--- config.mk ---
export PLATFORM = sky130hd
export DESIGN_NAME = rtc_aou_core
export DESIGN_NICKNAME = d
export VERILOG_FILES = /design/src/rtl/rtc_pkg.sv /design/src/rtl/rtc_aou_sync_edge.sv /design/src/rtl/rtc_aou_core.sv
export SDC_FILE = /design/constraint.sdc
export NUM_CORES = 1
export LEC_CHECK = 0
export ABC_AREA = 1
export CORE_MARGIN = 1
export CORE_UTILIZATION = 53
export DETAILED_ROUTE_END_ITERATION = 8
export PLACE_DENSITY = 0.81
export SLEW_MARGIN = 20
export SYNTH_ARGS = -nofsm -noshare
export SYNTH_HDL_FRONTEND = slang
export SYNTH_SLANG_ARGS = --single-unit
--- constraint.sdc ---
create_clock -name rtc_clk -period 1.9 [get_ports rtc_clk]
set_input_delay 0.38 -clock rtc_clk [delete_from_list [all_inputs] [get_ports rtc_clk]]
set_output_delay 0.38 -clock rtc_clk [all_outputs]
set_load 0.01 [all_outputs]
--- src/rtl/rtc_pkg.sv ---
// Shared constants for the RTC always-on core: datapath widths and the bit positions of the
// control register fields.
package rtc_pkg;

  localparam int unsigned CNT_W = 32;  // counter, match register and write-data width
  localparam int unsigned DIV_W = 20;  // prescaler divider width
  localparam int unsigned CR_W  = 4;   // control register width

  // Control register bit positions
  localparam int unsigned CR_EN  = 0;  // count enable
  localparam int unsigned CR_IE  = 1;  // match-interrupt enable
  localparam int unsigned CR_CLR = 2;  // clear counter on match
  localparam int unsigned CR_MSK = 3;  // interrupt mask

endpackage

--- src/rtl/rtc_aou_sync_edge.sv ---
// Two-flop synchroniser for a level strobe from a foreign clock domain, followed by a rising-edge
// detector that yields a single-cycle pulse per high level.
//   clk_i   - destination clock
//   rst_ni  - asynchronous active-low reset; clears the synchroniser and the edge history
//   level_i - asynchronous level strobe
//   pulse_o - one-cycle pulse, high in the cycle after the second synchroniser flop sees the rise
module rtc_aou_sync_edge (
  input  logic clk_i,
  input  logic rst_ni,
  input  logic level_i,
  output logic pulse_o
);

  // [0],[1]: synchroniser; [2]: previous synchronised level for edge detection
  logic [2:0] sync_q;

  always_ff @(posedge clk_i or negedge rst_ni) begin
    if (!rst_ni) begin
      sync_q <= '0;
    end else begin
      sync_q <= {sync_q[1:0], level_i};
    end
  end

  assign pulse_o = sync_q[1] & ~sync_q[2];

endmodule

--- src/rtl/rtc_aou_core.sv ---
// Always-on half of the RTC. Owns the control/divider/match registers, the prescaler, the
// counter and the sticky match flag, all in the rtc_clk domain.
//   rtc_clk, rtc_rst_b      - clock and asynchronous active-low reset
//   pdu_aou_wen_cr/div/mr   - pclk-domain level write strobes for CR, DIV and MR
//   pdu_aou_int_clr         - pclk-domain level strobe clearing int_flag
//   pdu_aou_wen_clr_sync    - rtc_clk-synchronous one-cycle counter-load pulse
//   pdu_aou_clr_reg         - shared write data, stable while any strobe is high
//   aou_pdu_*               - register, counter and mask read-back to the PDU side
//   int_flag                - sticky match flag
//   rtc_intr                - registered int_flag & ~CR[3] to the interrupt controller
module rtc_aou_core #(
  parameter int unsigned CNT_W = rtc_pkg::CNT_W,
  parameter int unsigned DIV_W = rtc_pkg::DIV_W,
  parameter int unsigned CR_W  = rtc_pkg::CR_W
) (
  input  logic             rtc_clk,
  input  logic             rtc_rst_b,
  input  logic             pdu_aou_wen_cr,
  input  logic             pdu_aou_wen_div,
  input  logic             pdu_aou_wen_mr,
  input  logic             pdu_aou_int_clr,
  input  logic             pdu_aou_wen_clr_sync,
  input  logic [CNT_W-1:0] pdu_aou_clr_reg,
  output logic [CR_W-1:0]  aou_pdu_cr_reg,
  output logic [DIV_W-1:0] aou_pdu_div_reg,
  output logic [CNT_W-1:0] aou_pdu_mr_reg,
  output logic [CNT_W-1:0] aou_pdu_cnt,
  output logic             aou_pdu_intr_mask,
  output logic             int_flag,
  output logic             rtc_intr
);

  import rtc_pkg::*;

  logic cr_wr, div_wr, mr_wr, int_clr;

  rtc_aou_sync_edge u_sync_cr (
    .clk_i   (rtc_clk),
    .rst_ni  (rtc_rst_b),
    .level_i (pdu_aou_wen_cr),
    .pulse_o (cr_wr)
  );

  rtc_aou_sync_edge u_sync_div (
    .clk_i   (rtc_clk),
    .rst_ni  (rtc_rst_b),
    .level_i (pdu_aou_wen_div),
    .pulse_o (div_wr)
  );

  rtc_aou_sync_edge u_sync_mr (
    .clk_i   (rtc_clk),
    .rst_ni  (rtc_rst_b),
    .level_i (pdu_aou_wen_mr),
    .pulse_o (mr_wr)
  );

  rtc_aou_sync_edge u_sync_int_clr (
    .clk_i   (rtc_clk),
    .rst_ni  (rtc_rst_b),
    .level_i (pdu_aou_int_clr),
    .pulse_o (int_clr)
  );

  logic [CR_W-1:0]  cr_q, cr_d;
  logic [DIV_W-1:0] div_q, div_d;
  logic [CNT_W-1:0] mr_q, mr_d;
  logic [DIV_W-1:0] presc_q, presc_d;
  logic [CNT_W-1:0] cnt_q, cnt_d;
  logic             flag_q, flag_d;
  logic             intr_q, intr_d;
  logic             tick, match;

  // Tick and match always see the register values from before any write landing this cycle.
  assign tick  = cr_q[CR_EN] && (presc_q == div_q);
  assign match = (cnt_q == mr_q);

  always_comb begin
    cr_d    = cr_q;
    div_d   = div_q;
    mr_d    = mr_q;
    presc_d = presc_q + DIV_W'(1);
    cnt_d   = cnt_q;
    flag_d  = flag_q;
    intr_d  = flag_q & ~cr_q[CR_MSK];

    if (cr_wr)  cr_d  = pdu_aou_clr_reg[CR_W-1:0];
    if (div_wr) div_d = pdu_aou_clr_reg[DIV_W-1:0];
    if (mr_wr)  mr_d  = pdu_aou_clr_reg;

    if (pdu_aou_wen_clr_sync || div_wr || !cr_q[CR_EN] || tick) begin
      presc_d = '0;
    end

    if (pdu_aou_wen_clr_sync) begin
      cnt_d = pdu_aou_clr_reg;
    end else if (tick) begin
      cnt_d = (cr_q[CR_CLR] && match) ? '0 : cnt_q + CNT_W'(1);
    end

    // A match tick wins over a coincident clear so no event is lost.
    if (tick && match && cr_q[CR_IE]) begin
      flag_d = 1'b1;
    end else if (int_clr) begin
      flag_d = 1'b0;
    end
  end

  always_ff @(posedge rtc_clk or negedge rtc_rst_b) begin
    if (!rtc_rst_b) begin
      cr_q    <= '0;
      div_q   <= '0;
      mr_q    <= '0;
      presc_q <= '0;
      cnt_q   <= '0;
      flag_q  <= 1'b0;
      intr_q  <= 1'b0;
    end else begin
      cr_q    <= cr_d;
      div_q   <= div_d;
      mr_q    <= mr_d;
      presc_q <= presc_d;
      cnt_q   <= cnt_d;
      flag_q  <= flag_d;
      intr_q  <= intr_d;
    end
  end

  assign aou_pdu_cr_reg    = cr_q;
  assign aou_pdu_div_reg   = div_q;
  assign aou_pdu_mr_reg    = mr_q;
  assign aou_pdu_cnt       = cnt_q;
  assign aou_pdu_intr_mask = cr_q[CR_MSK];
  assign int_flag          = flag_q;
  assign rtc_intr          = intr_q;

endmodule

==> flow_summary.ini, run 1 <==
[outcome]
status = completed

[clocking]
clock-sinks = 122
cts.path.max_buffers = 2
cts_tree = built
cts-root-buf = clkbuf_16
clock_latency_ns = 0.43
clkSlewWorstSetupHoldPaths_ns = 0.06
cts_made_buffers = 17
htree_levels = 4

[worst_setup_path]
startpoint_type = register
critPathSlowestCell = clkdlybuf4s50_1
arrival_ns = 1.49
cp_cell_sequence = buf_4 -> clkdlybuf4s50_1
worst_path_largest_cell_delay_ns = 0.54
critPathKind = reg -> out
required_ns = 1.52
cp_max_fo = 6
critPathCaptureType = output pin

[global_route]
grt_max_degree = 46
antenna_found_initial = 0
grt_pass1_wl_um = 32700
grt_pass1_vias = 6403
grt_overflow = 0
grt_use_total_pct = 33.1

[power_and_ir_drop]
ir_drop_uv = 788
p_per_area_mw_per_mm2 = 895
total_power_uw = 8370
switchingPower_uw = 2360
sw_frac_of_total_pct = 28.3
p_int_uw = 6000
p_leak_uw = 0.00451
clock_power_share_pct = 41.7
seqPwrFrac_pct = 37.2
p_comb_share_pct = 21.1

[cells_and_area]
final_nets = 1134
drive_above_1_share_pct = 12.5
post_layout_nonfiller_instances = 1273
fin_area_mm2 = 0.00935
seq_area_mm2 = 0.00306
syn_to_final_growth_pct = 39.1
diodes = 0
num-fill-cells = 907
multi_input_area_mm2 = 0.00314

[sta]
relSlewSlack_pct = 61.3
drv_slew = 0
tightest_slew_ns = 0.579
layout_setup_ws_ns = 0.0318
hold_viol_final = 0
fin_skew_ns = 0.00718
rsz0062_at_grt = yes
period_share_pct = 98.3
min_period_ns = 1.87
setup_viol = 0
setup_tns_ns = 0
fmax_ghz = 0.535

[detailed_routing]
dr_total_vias = 6941
viasPerCell = 5.45
drc = 0
dr.pass1.iters = 5
wire_per_inst_um = 16.6
routed_wl_um = 21100
drtIter0Drc = 734
ant_nets = 0

[placement]
dp_hpwl_um = 15000
dpl_cell_area_mm2 = 0.00850
io_buffers = 129
gp_congestion = 0.945
post-place-ws_ns = -0.0712
dp_cells = 1230

[yosys]
async_reset_ff_share_pct = 100
yosysMostFrequentCell = nand2_1
synth_cells = 916
ys.warnings.count = 0
synth_top_area_share_pct = 45.4
synthDistinctLibCells = 31
synth-seq-area-share_pct = 45.4
synth_ff_type = dfrtp_1
syn_nets = 957
netlist_top_cells_area = dfrtp_1 (45%), nand2_1 (16%), nand3_1 (6.1%)
synth_commonest_cells = nand2_1 (289), dfrtp_1 (122), inv_1 (109), nor2_1 (90), nand3_1 (82)
syn_area_mm2 = 0.00672
avgSynthCellArea_um2 = 7.34
synth-edff-count = 0
yosys.area.top_type = dfrtp_1
synth_seq_cells = 122

[floorplan]
num_rows = 40
dieArea_mm2 = 0.0131
floorplan.die.width_um = 115
floorplan.initialDensity_pct = 55.1
die_y_um = 115
core_mm2 = 0.0122
pin_count = 130

[min_path]
min_path_type = reg -> reg

[flow_run]
max_cap_violations = 0
-- layout make-up --
| class | count | area share [%] |
|---|---|---|
| sequential | 122 | 32.7 |
| inverter | 120 | 4.82 |
| tap | 168 | 2.25 |
| multi-input combinational | 641 | 33.6 |
| clock inverter | 11 | 1.81 |
| timing repair buffer | 191 | 19.9 |
| clock buffer | 20 | 4.99 |
-- kinds of logic (layout without fill, tap and decap cells) --
logic type / Yosys count / after routing / share of synthesized area (%)
AND/OR/NAND/NOR: 508 / 508 / 31.9
buffers and inverters: 153 / 342 / 8.88
flip-flops: 122 / 122 / 45.4
AO/OA/AOI/OAI: 71 / 71 / 5.32
XOR/XNOR: 53 / 53 / 6.90
multiplexers: 7 / 7 / 1.17
adder cells (fa/ha/maj): 2 / 2 / 0.372
-- cell usage in the layout (no fill, tap or decap), drive strengths merged, types with 4 or more instances in the layout --
master	Yosys	routed
a21oi	7	7
buf	15	62
bufinv	0	4
clkbuf	18	20
clkdlybuf4s50	0	114
clkinvlp	0	4
dfrtp	122	122
dlymetal6s2s	0	12
inv	120	120
mux2	7	7
nand2	290	290
nand3	84	84
nand3b	6	6
nand4	14	14
nor2	96	96
nor3	13	13
o21ai	63	63
xnor2	28	28
xor2	25	25
-- worst max-delay path, delay by kind of cell (launching register included) --
kind,cells,cell delay [ns]
buf+inv,2,0.70
flops,1,0.37
-- repair_timing --
| action | 4_1_cts | 5_1_grt |
|---|---|---|
| hold endpoints to repair | 34 | 0 |
| cloned | 0 | 1 |
| buffers inserted | 2 | 8 |
| hold buffers | 1 | 0 |
| pin swaps | 0 | 3 |
| endpoints found under the setup margin | 6 | 47 |
| gates resized for setup | 4 | 34 |
-- power groups by stage --
stage	clock [uW]	sequential (uW)	combinational, uW
global placement	0	3130	1680
global route	3610	3140	1920
CTS	3490	3100	1740
detailed placement	0	3140	1720
finish	3490	3110	1760
floorplan	0	3210	658
-- layer usage --
| layer | vias up | share of wire (%) | GRT usage, % |
|---|---|---|---|
| met3 | 35 | 9.5 | 6.99 |
| met5 | - | 0 | 0 |
| li1 | 3212 | - | - |
| met4 | 0 | 2.0 | 11.3 |
| met1 | 3284 | 42 | 47.0 |
| met2 | 410 | 46 | 50.3 |
-- per-stage QoR --
step / utilization (%) / hold WS (ns)
floorplan: - / 0.0844
global placement: 69.6 / 0.332
detailed placement: 69.6 / 0.337
CTS: 75.1 / 0.349
global route: 76.6 / 0.361
finish: 76.6 / 0.348
-- path summary, 6_finish.rpt --
check,slack [ns],startpoint,end,depth (start not counted)
setup reg to reg,0.07,aou_pdu_cnt[3]$_DFFE_PN0P_,aou_pdu_cnt[27]$_DFFE_PN0P_,11
hold / removal,0.35,u_sync_div.sync_q[0]$_DFF_PN0_,u_sync_div.sync_q[1]$_DFF_PN0_,0
setup / recovery,0.03,aou_pdu_cnt[26]$_DFFE_PN0P_,aou_pdu_cnt[26],2
min in group asynchronous,0.48,rtc_rst_b,presc_q[3]$_DFF_PN0_,2
max in group asynchronous,0.80,rtc_rst_b,aou_pdu_cnt[1]$_DFFE_PN0P_,3
hold reg to reg,0.35,u_sync_div.sync_q[0]$_DFF_PN0_,u_sync_div.sync_q[1]$_DFF_PN0_,0
No activity file was read; power rests on OpenSTA's default activity.
==> run 2: changes to the inputs <==
--- a/config.mk
+++ b/config.mk
@@ -9,7 +9,9 @@
 export CORE_MARGIN = 1
 export CORE_UTILIZATION = 53
 export DETAILED_ROUTE_END_ITERATION = 8
+export GPL_ROUTABILITY_DRIVEN = 0
 export PLACE_DENSITY = 0.81
+export RECOVER_POWER = 100
 export SLEW_MARGIN = 20
 export SYNTH_ARGS = -nofsm -noshare
 export SYNTH_HDL_FRONTEND = slang
==> run 2 against run 1 <==
Net effect:
- fmax down 0.34%
- non-clock buffer count down 3
- sequential share of layout area up 0.070 points
- register-to-register slack worse by 0.04 ns
- clock skew up 0.0017 ns
- sequential cell count unchanged
- final area down 0.17%
- first-iteration DRC count up 13%
- critical endpoint is now aou_pdu_cnt[16]
- wire length down 2.2%
- clock power about the same
- hold slack worse by 0.0023 ns
==> flow_summary.ini, run 2 (synthesized netlist as in run 1, its figures left out) <==
[floorplan]
num_rows = 40
floorplan.die.width_um = 115
floorplan.initialDensity_pct = 55.1
dieArea_mm2 = 0.0131
core_mm2 = 0.0122
die_y_um = 115
pin_count = 130

[clocking]
clock-sinks = 122
cts_tree = built
htree_levels = 4
cts-root-buf = clkbuf_16
clock_latency_ns = 0.42
cts_made_buffers = 17
cts.path.max_buffers = 2
clkSlewWorstSetupHoldPaths_ns = 0.06

[flow_run]
max_cap_violations = 0

[worst_setup_path]
cp_max_fo = 5
critPathKind = reg -> out
critPathCaptureType = output pin
required_ns = 1.52
arrival_ns = 1.49
startpoint_type = register
r2r_cells = 9

[detailed_routing]
routed_wl_um = 20600
drc = 0
wire_per_inst_um = 16.2
highest_layer = met4
wl_met2_um = 9290
viasPerCell = 5.31
dr.pass1.iters = 5
wl_met3_um = 1890
drtIter0Drc = 829
ant_nets = 0
met1Wirelength_um = 8900
dr_total_vias = 6754

[power_and_ir_drop]
sw_frac_of_total_pct = 28.0
switchingPower_uw = 2340
p_per_area_mw_per_mm2 = 898
p_int_uw = 6040
total_power_uw = 8380
ir_drop_uv = 541
clock_power_share_pct = 42.0
p_comb_share_pct = 20.9
p_leak_uw = 0.00440
seqPwrFrac_pct = 37.1

[global_route]
grt_overflow = 0
grt_pass1_wl_um = 32400
grt_max_degree = 38
antenna_found_initial = 0
grt_pass1_vias = 6294
grt_use_total_pct = 32.8

[sta]
setup_tns_ns = 0
min_period_ns = 1.87
fmax_ghz = 0.533
relSlewSlack_pct = 34.6
hold_viol_final = 0
fin_skew_ns = 0.00888
period_share_pct = 98.7
tightest_slew_ns = 0.982
setup_viol = 0
drv_slew = 0
layout_setup_ws_ns = 0.0255

[outcome]
status = completed

[cells_and_area]
multi_input_area_mm2 = 0.00315
layout.cells.most_common_list = nand2_1 (286), dfrtp_1 (117), clkdlybuf4s50_1 (116)
final_common_cell = nand2_1
fin_area_mm2 = 0.00934
num-fill-cells = 883
diodes = 0
syn_to_final_growth_pct = 38.9
seq_area_mm2 = 0.00306
final_nets = 1131
drive_above_1_share_pct = 12.4

[min_path]
min_path_type = reg -> reg
hold_depth = 0

[placement]
io_buffers = 129
post-place-ws_ns = -0.0428
dpl_cell_area_mm2 = 0.00851
dp_hpwl_um = 14700
## run 2: cell types whose count changed in the layout (fill, tap and decap cells not counted), moves of 3 or more
cell             before  now
buf_4                52   44
clkbuf_1              0    3
clkdlybuf4s25_1       0    5
clkinvlp_4            4    0
dlygate4sd3_1         1    6
dlymetal6s2s_1       12    1
nor2_1               84   81
## run 2: through the flow
stage	cells	util (%)	hold WS, ns
detailed placement	1229	69.7	0.335
global route	1271	76.4	0.355
CTS	1265	75.2	0.347
global placement	1229	69.7	0.332
finish	1271	76.4	0.346
floorplan	916	-	0.0844
## run 2: final timing paths
path,start,to,slack (ns)
setup / recovery,aou_pdu_cnt[16]$_DFFE_PN0P_,aou_pdu_cnt[16],0.03
hold / removal,u_sync_mr.sync_q[0]$_DFF_PN0_,u_sync_mr.sync_q[1]$_DFF_PN0_,0.35
setup reg to reg,aou_pdu_cnt[2]$_DFFE_PN0P_,aou_pdu_cnt[16]$_DFFE_PN0P_,0.03
hold reg to reg,u_sync_mr.sync_q[0]$_DFF_PN0_,u_sync_mr.sync_q[1]$_DFF_PN0_,0.35
max in group asynchronous,rtc_rst_b,aou_pdu_div_reg[15]$_DFFE_PN0P_,0.54
min in group asynchronous,rtc_rst_b,u_sync_div.sync_q[1]$_DFF_PN0_,0.66
## run 2: routing by layer
layer  vias to the layer above  track usage [%]
met4                         0             13.2
met3                        45             5.66
met1                      3132             46.8
met5                         -                0
met2                       374             49.6
li1                       3203                -
## run 2: what timing repair did
item / 4_1_cts / 5_1_grt
pin swaps: 0 / 4
endpoints found under the hold margin: 34 / 0
resized for setup: 2 / 36
buffers inserted: 3 / 6
hold buffers: 1 / 0
setup endpoints to repair: 4 / 43
## run 2: critical path: stages (launching register included)
cell,delay [ns]
dfrtp_1,0.36
buf_4,0.16
clkdlybuf4s50_1,0.55
## run 2: area by class of cell
| cell class | count | area share (%) |
|---|---|---|
| Multi-Input combinational cell | 641 | 33.7 |
| Clock inverter | 11 | 1.78 |
| Clock buffer | 21 | 5.15 |
| Inverter | 120 | 4.83 |
| Sequential cell | 122 | 32.8 |
| Timing Repair Buffer | 188 | 19.5 |
| Tap cell | 168 | 2.25 |
## run 2: power groups by stage
stage	Sequential [uW]	Combinational, uW	Clock (uW)
3_3_place_gp	3130	1680	0
5_1_grt	3140	1910	3660
6_report	3110	1750	3520
4_1_cts	3100	1740	3540
3_5_place_dp	3140	1710	0
2_1_floorplan	3210	658	0
